## src/rtl/exec_pkg.sv

```systemverilog
// Shared execute-stage types and constants for the iterative multiply/divide units.
// No logic of its own; imported by the sequential datapaths and their helpers.
package exec_pkg;

    typedef enum logic [1:0] {
        IDLE = 2'd0,
        RUN  = 2'd1,
        FIX  = 2'd2
    } state_t;

    localparam int DEF_WIDTH = 32;
    localparam int CNT_W     = $clog2(DEF_WIDTH);

endpackage

```

## src/rtl/abs_conv.sv

```systemverilog
// Conditional two's-complement negate: dout = en ? -din : din (mod 2^W).
// Purely combinational, zero latency; no handshake, no backpressure.
module abs_conv #(
    parameter int W = 32
) (
    input  logic [W-1:0] din,
    input  logic         en,
    output logic [W-1:0] dout
);

    assign dout = en ? (~din + W'(1)) : din;

endmodule

```

## src/rtl/mul_seq.sv

```systemverilog
// Radix-2 shift-add multiplier, signed/unsigned, 2*WIDTH-bit product in hi:lo; result WIDTH+1 cycles after start.
// No backpressure: start is always accepted and aborts any operation in flight; over holds until next start.
module mul_seq
    import exec_pkg::*;
#(
    parameter int WIDTH = DEF_WIDTH
) (
    input  logic             clock,
    input  logic             resetn,
    input  logic             start,
    input  logic             is_signed,
    input  logic [WIDTH-1:0] multiplicand,
    input  logic [WIDTH-1:0] multiplier,
    output logic             busy,
    output logic             over,
    output logic [WIDTH-1:0] hi,
    output logic [WIDTH-1:0] lo
);

    localparam int CW = $clog2(WIDTH);

    state_t             state;
    logic [WIDTH-1:0]   mcand;
    logic [WIDTH-1:0]   mplier;
    logic [2*WIDTH-1:0] acc;
    logic [CW-1:0]      count;
    logic               neg;

    logic [WIDTH-1:0]   a_mag;
    logic [WIDTH-1:0]   b_mag;
    logic [2*WIDTH-1:0] prod;
    logic [WIDTH:0]     sum;

    // Magnitudes are unsigned WIDTH-bit values, so the most-negative operand maps to 2^(WIDTH-1).
    abs_conv #(.W(WIDTH)) u_abs_a (
        .din  (multiplicand),
        .en   (is_signed & multiplicand[WIDTH-1]),
        .dout (a_mag)
    );

    abs_conv #(.W(WIDTH)) u_abs_b (
        .din  (multiplier),
        .en   (is_signed & multiplier[WIDTH-1]),
        .dout (b_mag)
    );

    abs_conv #(.W(2*WIDTH)) u_fix (
        .din  (acc),
        .en   (neg),
        .dout (prod)
    );

    // Upper WIDTH+1 bits of the partial sum; the carry lands in the accumulator MSB after the shift.
    assign sum = {1'b0, acc[2*WIDTH-1:WIDTH]} + (mplier[0] ? {1'b0, mcand} : '0);

    always_ff @(posedge clock or negedge resetn) begin
        if (!resetn) begin
            state  <= IDLE;
            mcand  <= '0;
            mplier <= '0;
            acc    <= '0;
            count  <= '0;
            neg    <= 1'b0;
            busy   <= 1'b0;
            over   <= 1'b0;
            hi     <= '0;
            lo     <= '0;
        end else if (start) begin
            mcand  <= a_mag;
            mplier <= b_mag;
            neg    <= is_signed & (multiplicand[WIDTH-1] ^ multiplier[WIDTH-1]);
            acc    <= '0;
            count  <= '0;
            busy   <= 1'b1;
            over   <= 1'b0;
            state  <= RUN;
        end else begin
            case (state)
                RUN: begin
                    acc    <= {sum, acc[WIDTH-1:1]};
                    mplier <= {acc[0], mplier[WIDTH-1:1]};
                    count  <= count + CW'(1);
                    if (count == CW'(WIDTH - 1)) begin
                        state <= FIX;
                    end
                end
                FIX: begin
                    {hi, lo} <= prod;
                    busy     <= 1'b0;
                    over     <= 1'b1;
                    state    <= IDLE;
                end
                IDLE: begin
                end
                default: begin
                    state <= IDLE;
                end
            endcase
        end
    end

endmodule

```

## config.mk

```make
export PLATFORM = sky130hd
export DESIGN_NAME = mul_seq
export DESIGN_NICKNAME = d
export VERILOG_FILES = /design/src/rtl/exec_pkg.sv /design/src/rtl/abs_conv.sv /design/src/rtl/mul_seq.sv
export SDC_FILE = /design/constraint.sdc
export NUM_CORES = 1
export LEC_CHECK = 0
export CAP_MARGIN = 20
export CORE_MARGIN = 2
export CORE_UTILIZATION = 55
export DETAILED_ROUTE_END_ITERATION = 8
export MAX_ROUTING_LAYER = met4
export PLACE_DENSITY_LB_ADDON = 0.3
export SLEW_MARGIN = 20
export SYNTH_ARGS = -nofsm -noshare
export SYNTH_HDL_FRONTEND = slang
export SYNTH_HIERARCHICAL = 1
export SYNTH_SLANG_ARGS = --single-unit
export TNS_END_PERCENT = 100
```

## constraint.sdc

```tcl
create_clock -name clock -period 3 [get_ports clock]
set_input_delay 0.6 -clock clock [delete_from_list [all_inputs] [get_ports clock]]
set_output_delay 0.6 -clock clock [all_outputs]
set_load 0.03 [all_outputs]
```

# After elaboration in Yosys (flattened, before gate mapping)
# Cells that the tools add are included.
# totals
regBits	202
inputBits	68
elab_cells	50
# classes
n_addsub	5
n_eq_ne	5
mux	17
bitwise_logic	8
reduce_logical	5
# ops
op	n
64-bit two-way mux	3
32-bit two-way mux	5
32-bit by 1-bit adder with 32-bit output, second input constant	2
64-bit by 1-bit adder with 64-bit output, second input constant	1
32-bit inverter	2
64-bit inverter	1
32-bit by 32-bit adder with 33-bit output	1
5-bit two-way mux	2
5-bit by 1-bit adder with 5-bit output, second input constant	1
5-bit equality test, second input constant	1
1-bit two-way mux	4
2-bit two-way mux	2
2-bit one-hot mux with 2 select lines	1
2-bit AND reduction	2
2-bit nonzero test	2
1-bit AND	3
3-bit != test, second input constant	1
2-bit by 1-bit equality test with 1-bit output, second input constant	1
2-bit equality test, second input constant	1
2-bit zero test	1
2-bit != test, second input constant	1
1-bit inverter	1
1-bit bitwise XOR	1

# Longest topological paths before layout
# logic_depth
word_depth	4
depth_mapped	13

# Modules after synthesis
# Netlist, hierarchy kept.
# by_module_without_submodules
module	instances	cells_per_inst	area_per_inst_um2
mul_seq	1	933	9920.8
abs_conv at u_fix	1	206	1649.1
abs_conv at u_abs_a ...	2	99	777.0

# Worst setup path before layout
# No wires, ideal clock.
# synth_timing
kind	reg2reg
startpoint	reg mplier[0]
endpoint	reg acc[55]
arrival_ps	2633
slack_ps	231
path_stages_with_launch	14
period_less_slack_ps	2769
path_cell_list	dfrtp_1 -> clkbuf_1 -> and2_1 -> ha_1 -> inv_1 -> fa_1 -> nor2b_2 -> o211a_1 -> o2111ai_2 -> and2_1 -> o2111a_1 -> o21a_1 -> o21ai_0 -> a21oi_1
# synth_via
elab_chain_cells	4
# synth_rtl
element	line_no	source
start, declared	mul_seq.sv:24	logic [WIDTH-1:0] mplier;
start signal, assigned	mul_seq.sv:70	mplier <= b_mag;
start signal, assigned	mul_seq.sv:81	mplier <= {acc[0], mplier[WIDTH-1:1]};
32-bit two-way mux	mul_seq.sv:54	assign sum = {1'b0, acc[2*WIDTH-1:WIDTH]} + (mplier[0] ? {1'b0, mcand} : '0);
32-bit by 32-bit adder with 33-bit output	mul_seq.sv:54	
64-bit two-way mux	mul_seq.sv:78	case (state)
64-bit two-way mux	mul_seq.sv:68	end else if (start) begin
end signal, assigned	mul_seq.sv:80	acc <= {sum, acc[WIDTH-1:1]};
end, declared	mul_seq.sv:25	logic [2*WIDTH-1:0] acc;
# No other way between the ends. The select of a mux whose other input is x is not followed.
# A chain may end at the register's enable or synchronous reset.

# Final worst setup path
# layout_timing
startpoint	reg mplier[0]
endpoint	reg acc[62]
# Same word-level chain as after synthesis.

==> impl_metrics.prom <==
# TYPE chip_impl_metric gauge
chip_impl_info{name="mostFrequentLayoutCell",value="sky130_fd_sc_hd__dfrtp_1"} 1
chip_impl_metric{name="globalRouteOverflowTotal",unit=""} 0
chip_impl_metric{name="worst_ir_drop_vdd",unit="mV"} 0.324
chip_impl_metric{name="setup.reg_to_reg.worst_slack",unit="ps"} 150
chip_impl_metric{name="share_comb_of_total_power",unit="%"} 25.4
chip_impl_metric{name="place.detailed.hpwl",unit="um"} 21700
chip_impl_metric{name="detailroute.via_count",unit=""} 10445
chip_impl_metric{name="worst_skew_pair.late_latency",unit="ps"} 510
chip_impl_info{name="critPathLaunch",value="mplier[0]"} 1
chip_impl_metric{name="remaining_drc_errors",unit=""} 0
chip_impl_metric{name="layout-area-overhead-vs-synth",unit="%"} 19.3
chip_impl_info{name="clockRootBuffer",value="sky130_fd_sc_hd__clkbuf_16"} 1
chip_impl_metric{name="initialDrtViolationCount",unit=""} 571
chip_impl_metric{name="max-slew-margin-rel",unit="%"} 39.6
chip_impl_metric{name="cts_hold_buffers",unit=""} 0
chip_impl_metric{name="antenna_left",unit=""} 0
chip_impl_metric{name="layout.core_utilization",unit="%"} 66.7
chip_impl_info{name="grt_setup_unrepaired",value="false"} 1
chip_impl_metric{name="tightestPinTransition",unit="ps"} 906
chip_impl_metric{name="antenna_cells",unit=""} 0
chip_impl_metric{name="synthesis.nets",unit=""} 1443
chip_impl_metric{name="seq_pwr_share",unit="%"} 41.2
chip_impl_metric{name="switching_part_of_the_total",unit="%"} 30.7
chip_impl_metric{name="timing.final.hold_violations",unit=""} 0
chip_impl_metric{name="synth_enable_flop_cells",unit=""} 0
chip_impl_info{name="timing.hold.worst.class",value="in -> async"} 1
chip_impl_metric{name="global_route.usage.total",unit="%"} 24.2
chip_impl_metric{name="route.final.wire_length",unit="um"} 29800
chip_impl_metric{name="maximum_number_of_pins_on_one_net_before_global_route_repair",unit=""} 83
chip_impl_metric{name="layout-drive-gt1-share",unit="%"} 17.1
chip_impl_metric{name="cp_max_fo",unit=""} 26
chip_impl_metric{name="syn-instance-count",unit=""} 1337
chip_impl_info{name="crit-reg2reg-capture",value="acc[62]"} 1
chip_impl_metric{name="initial_utilization",unit="%"} 55.9
chip_impl_metric{name="intPower",unit="mW"} 5.41
chip_impl_info{name="final_cell_mix",value="sky130_fd_sc_hd__dfrtp_1, sky130_fd_sc_hd__nand2_1, sky130_fd_sc_hd__xnor2_1"} 1
chip_impl_metric{name="final-max-slew-violation-count",unit=""} 0
chip_impl_metric{name="totalNegativeSetupSlack",unit="ps"} 0
chip_impl_metric{name="arrival",unit="ps"} 3270
chip_impl_metric{name="worst_setup_hold_path_clk_slew",unit="ps"} 60
chip_impl_metric{name="num_io_pins",unit=""} 134
chip_impl_metric{name="antenna_found_initial",unit=""} 0
chip_impl_info{name="critPathKind",value="reg -> reg"} 1
chip_impl_metric{name="finalCritPeriodShare",unit="%"} 95.2
chip_impl_info{name="synthFlopType",value="sky130_fd_sc_hd__dfrtp_1"} 1
chip_impl_metric{name="pwr_density_cell",unit="nW/um2"} 499
chip_impl_info{name="startpoint_of_the_most_critical_register_to_register_path",value="mplier[0]"} 1
chip_impl_metric{name="cts_max_path_buffers",unit=""} 3
chip_impl_metric{name="yosys_warnings",unit=""} 6
chip_impl_metric{name="die-area",unit="um2"} 25100
chip_impl_metric{name="std_cell_rows",unit=""} 56
chip_impl_metric{name="p_leak",unit="nW"} 6.57
chip_impl_metric{name="h-tree-depth",unit=""} 1
chip_impl_metric{name="vertical_extent_of_the_die",unit="um"} 158
chip_impl_info{name="outcome",value="finished, final reports clean"} 1
chip_impl_metric{name="clock-sinks",unit=""} 202
chip_impl_metric{name="clock_power_share",unit="%"} 33.3
chip_impl_metric{name="gp_congestion",unit=""} 0.947
chip_impl_metric{name="cts_inserted_buffers",unit=""} 22
chip_impl_metric{name="number_of_global_route_vias_before_repair",unit=""} 9736
chip_impl_metric{name="yosysSeqAreaShare",unit="%"} 38.5
chip_impl_metric{name="cp_data_required_time",unit="ps"} 3420
chip_impl_metric{name="proportion_of_register_bits_with_asynchronous_set_or_reset_after_synthesis",unit="%"} 100
chip_impl_metric{name="core_region_area",unit="um2"} 23500
chip_impl_metric{name="timing.max_cap.violations",unit=""} 0
chip_impl_info{name="cts_tree",value="built"} 1
chip_impl_metric{name="drt_first_pass_iters",unit=""} 4
chip_impl_info{name="setup.worst_path.start_class",value="flip-flop"} 1
chip_impl_metric{name="wire_per_inst",unit="um"} 16.7
chip_impl_metric{name="die_w",unit="um"} 158
chip_impl_metric{name="period_minus_slack",unit="ps"} 2850
chip_impl_metric{name="drt_via_density",unit=""} 5.84
chip_impl_metric{name="maxClockFrequency",unit="MHz"} 350
chip_impl_metric{name="synthDistinctLibCells",unit=""} 77
chip_impl_metric{name="worst-r2r-cell-count",unit=""} 11
chip_impl_metric{name="final_nets",unit=""} 1566
chip_impl_metric{name="net-switching-power",unit="mW"} 2.40
chip_impl_metric{name="timing.hold.ws",unit="ps"} 95.2
chip_impl_metric{name="syn_area_per_cell",unit="um2"} 9.82
chip_impl_metric{name="setup-violations-final",unit=""} 0
chip_impl_metric{name="finalClockSkew",unit="ps"} 17.4
chip_impl_info{name="critical_path.endpoint_type",value="flip-flop"} 1
chip_impl_metric{name="grt_first_pass_wirelength",unit="um"} 48300
chip_impl_metric{name="port_buffers",unit=""} 133
chip_impl_metric{name="yosys_register_bits",unit=""} 202
chip_impl_metric{name="syn_area",unit="um2"} 13100
==> area by class of cell <==
class	count	area, um2
clock buffer	31	636
clock inverter	4	47.5
fill	1907	7810
inverter	16	60.1
multi-input combinational	1050	7840
sequential	202	5060
tap	319	399
timing repair buffer	168	1620
==> cells by family (layout without fill, tap and decap cells) <==
logic type	Yosys count	in the layout	synth area share, %
compound gates	317	317	16.8
xor+xnor	143	143	9.54
fa+ha+maj	38	38	3.68
buf+inv	85	219	2.61
flops	202	202	38.5
mux	128	128	10.7
simple gates	424	424	18.2
==> synth_stat cells (all sizes together), types with 12 or more instances <==
cell type	n	area, um2
a21o	23	174
a21oi	81	409
and2	41	257
buf	19	93.8
clkbuf	50	189
dfrtp	202	5050
ha	37	463
inv	16	60.1
mux2	96	1080
mux2i	32	320
nand2	194	728
nand2b	12	75.1
nand3	18	118
nand3b	15	113
nand4	12	96.3
nor2	27	104
nor3	21	121
nor4	17	248
o21ai	93	465
o31ai	47	397
o41ai	31	380
or3	18	124
or4	15	136
xnor2	134	1170
==> critical path, stage by stage (launching register included) <==
cell                       delay [ps]
sky130_fd_sc_hd__dfrtp_2          430
sky130_fd_sc_hd__buf_4            210
sky130_fd_sc_hd__and2_1           180
sky130_fd_sc_hd__ha_4             300
sky130_fd_sc_hd__and3_4           200
sky130_fd_sc_hd__nand2_1           90
sky130_fd_sc_hd__a211oi_4         280
sky130_fd_sc_hd__o211ai_1         190
sky130_fd_sc_hd__a21oi_2          240
sky130_fd_sc_hd__a41oi_2          210
sky130_fd_sc_hd__a211o_1          350
sky130_fd_sc_hd__o211ai_2          70
==> flip-flops by register name, summed over array words and instances, names as in the netlist <==
name    count
over        1
hi         32
busy        1
state       2
acc        64
count       5
neg         1
mcand      32
lo         32
mplier     32
==> repair_timing <==
item,CTS,global route
setup buffers,0,2
resized for setup,0,16
setup endpoints to repair,0,8
==> power by group through the flow <==
stage	combinational [mW]	sequential, mW	clock [mW]
after CTS	1.93	3.21	2.66
after detailed placement	1.92	3.26	0
after global routing	2.18	3.26	2.78
final	1.99	3.22	2.60
after global placement	1.88	3.25	0
after floorplan	1.41	3.15	0
==> worst max path at each step <==
stage	to	slack [ps]	depth (start not counted)
2_1_floorplan	acc[55]	230	13
3_3_place_gp	mcand[30]	180	8
3_5_place_dp	acc[62]	130	11
4_1_cts	acc[62]	90	11
5_1_grt	acc[55]	20	11
6_report	acc[62]	150	11
==> layer usage <==
| metal | GRT usage, % | vias to the layer above | part of all wire (%) |
|---|---|---|---|
| li1 | - | 5045 | - |
| met1 | 34.2 | 5046 | 46 |
| met2 | 37.6 | 313 | 46 |
| met3 | 3.05 | 41 | 6.1 |
| met4 | 5.58 | 0 | 1.6 |
| met5 | - | - | 0 |
==> per-stage QoR <==
step	cell area, um2	total power, mW	setup slack (ps)	std cells
final	15700	7.81	145	1790
after detailed placement	14900	5.18	132	1753
after global placement	14900	5.13	184	1753
after global routing	15700	8.21	17.6	1790
after floorplan	13100	4.56	231	1337
after CTS	15600	7.80	91.3	1788
Power figures use the tool's default switching activity.
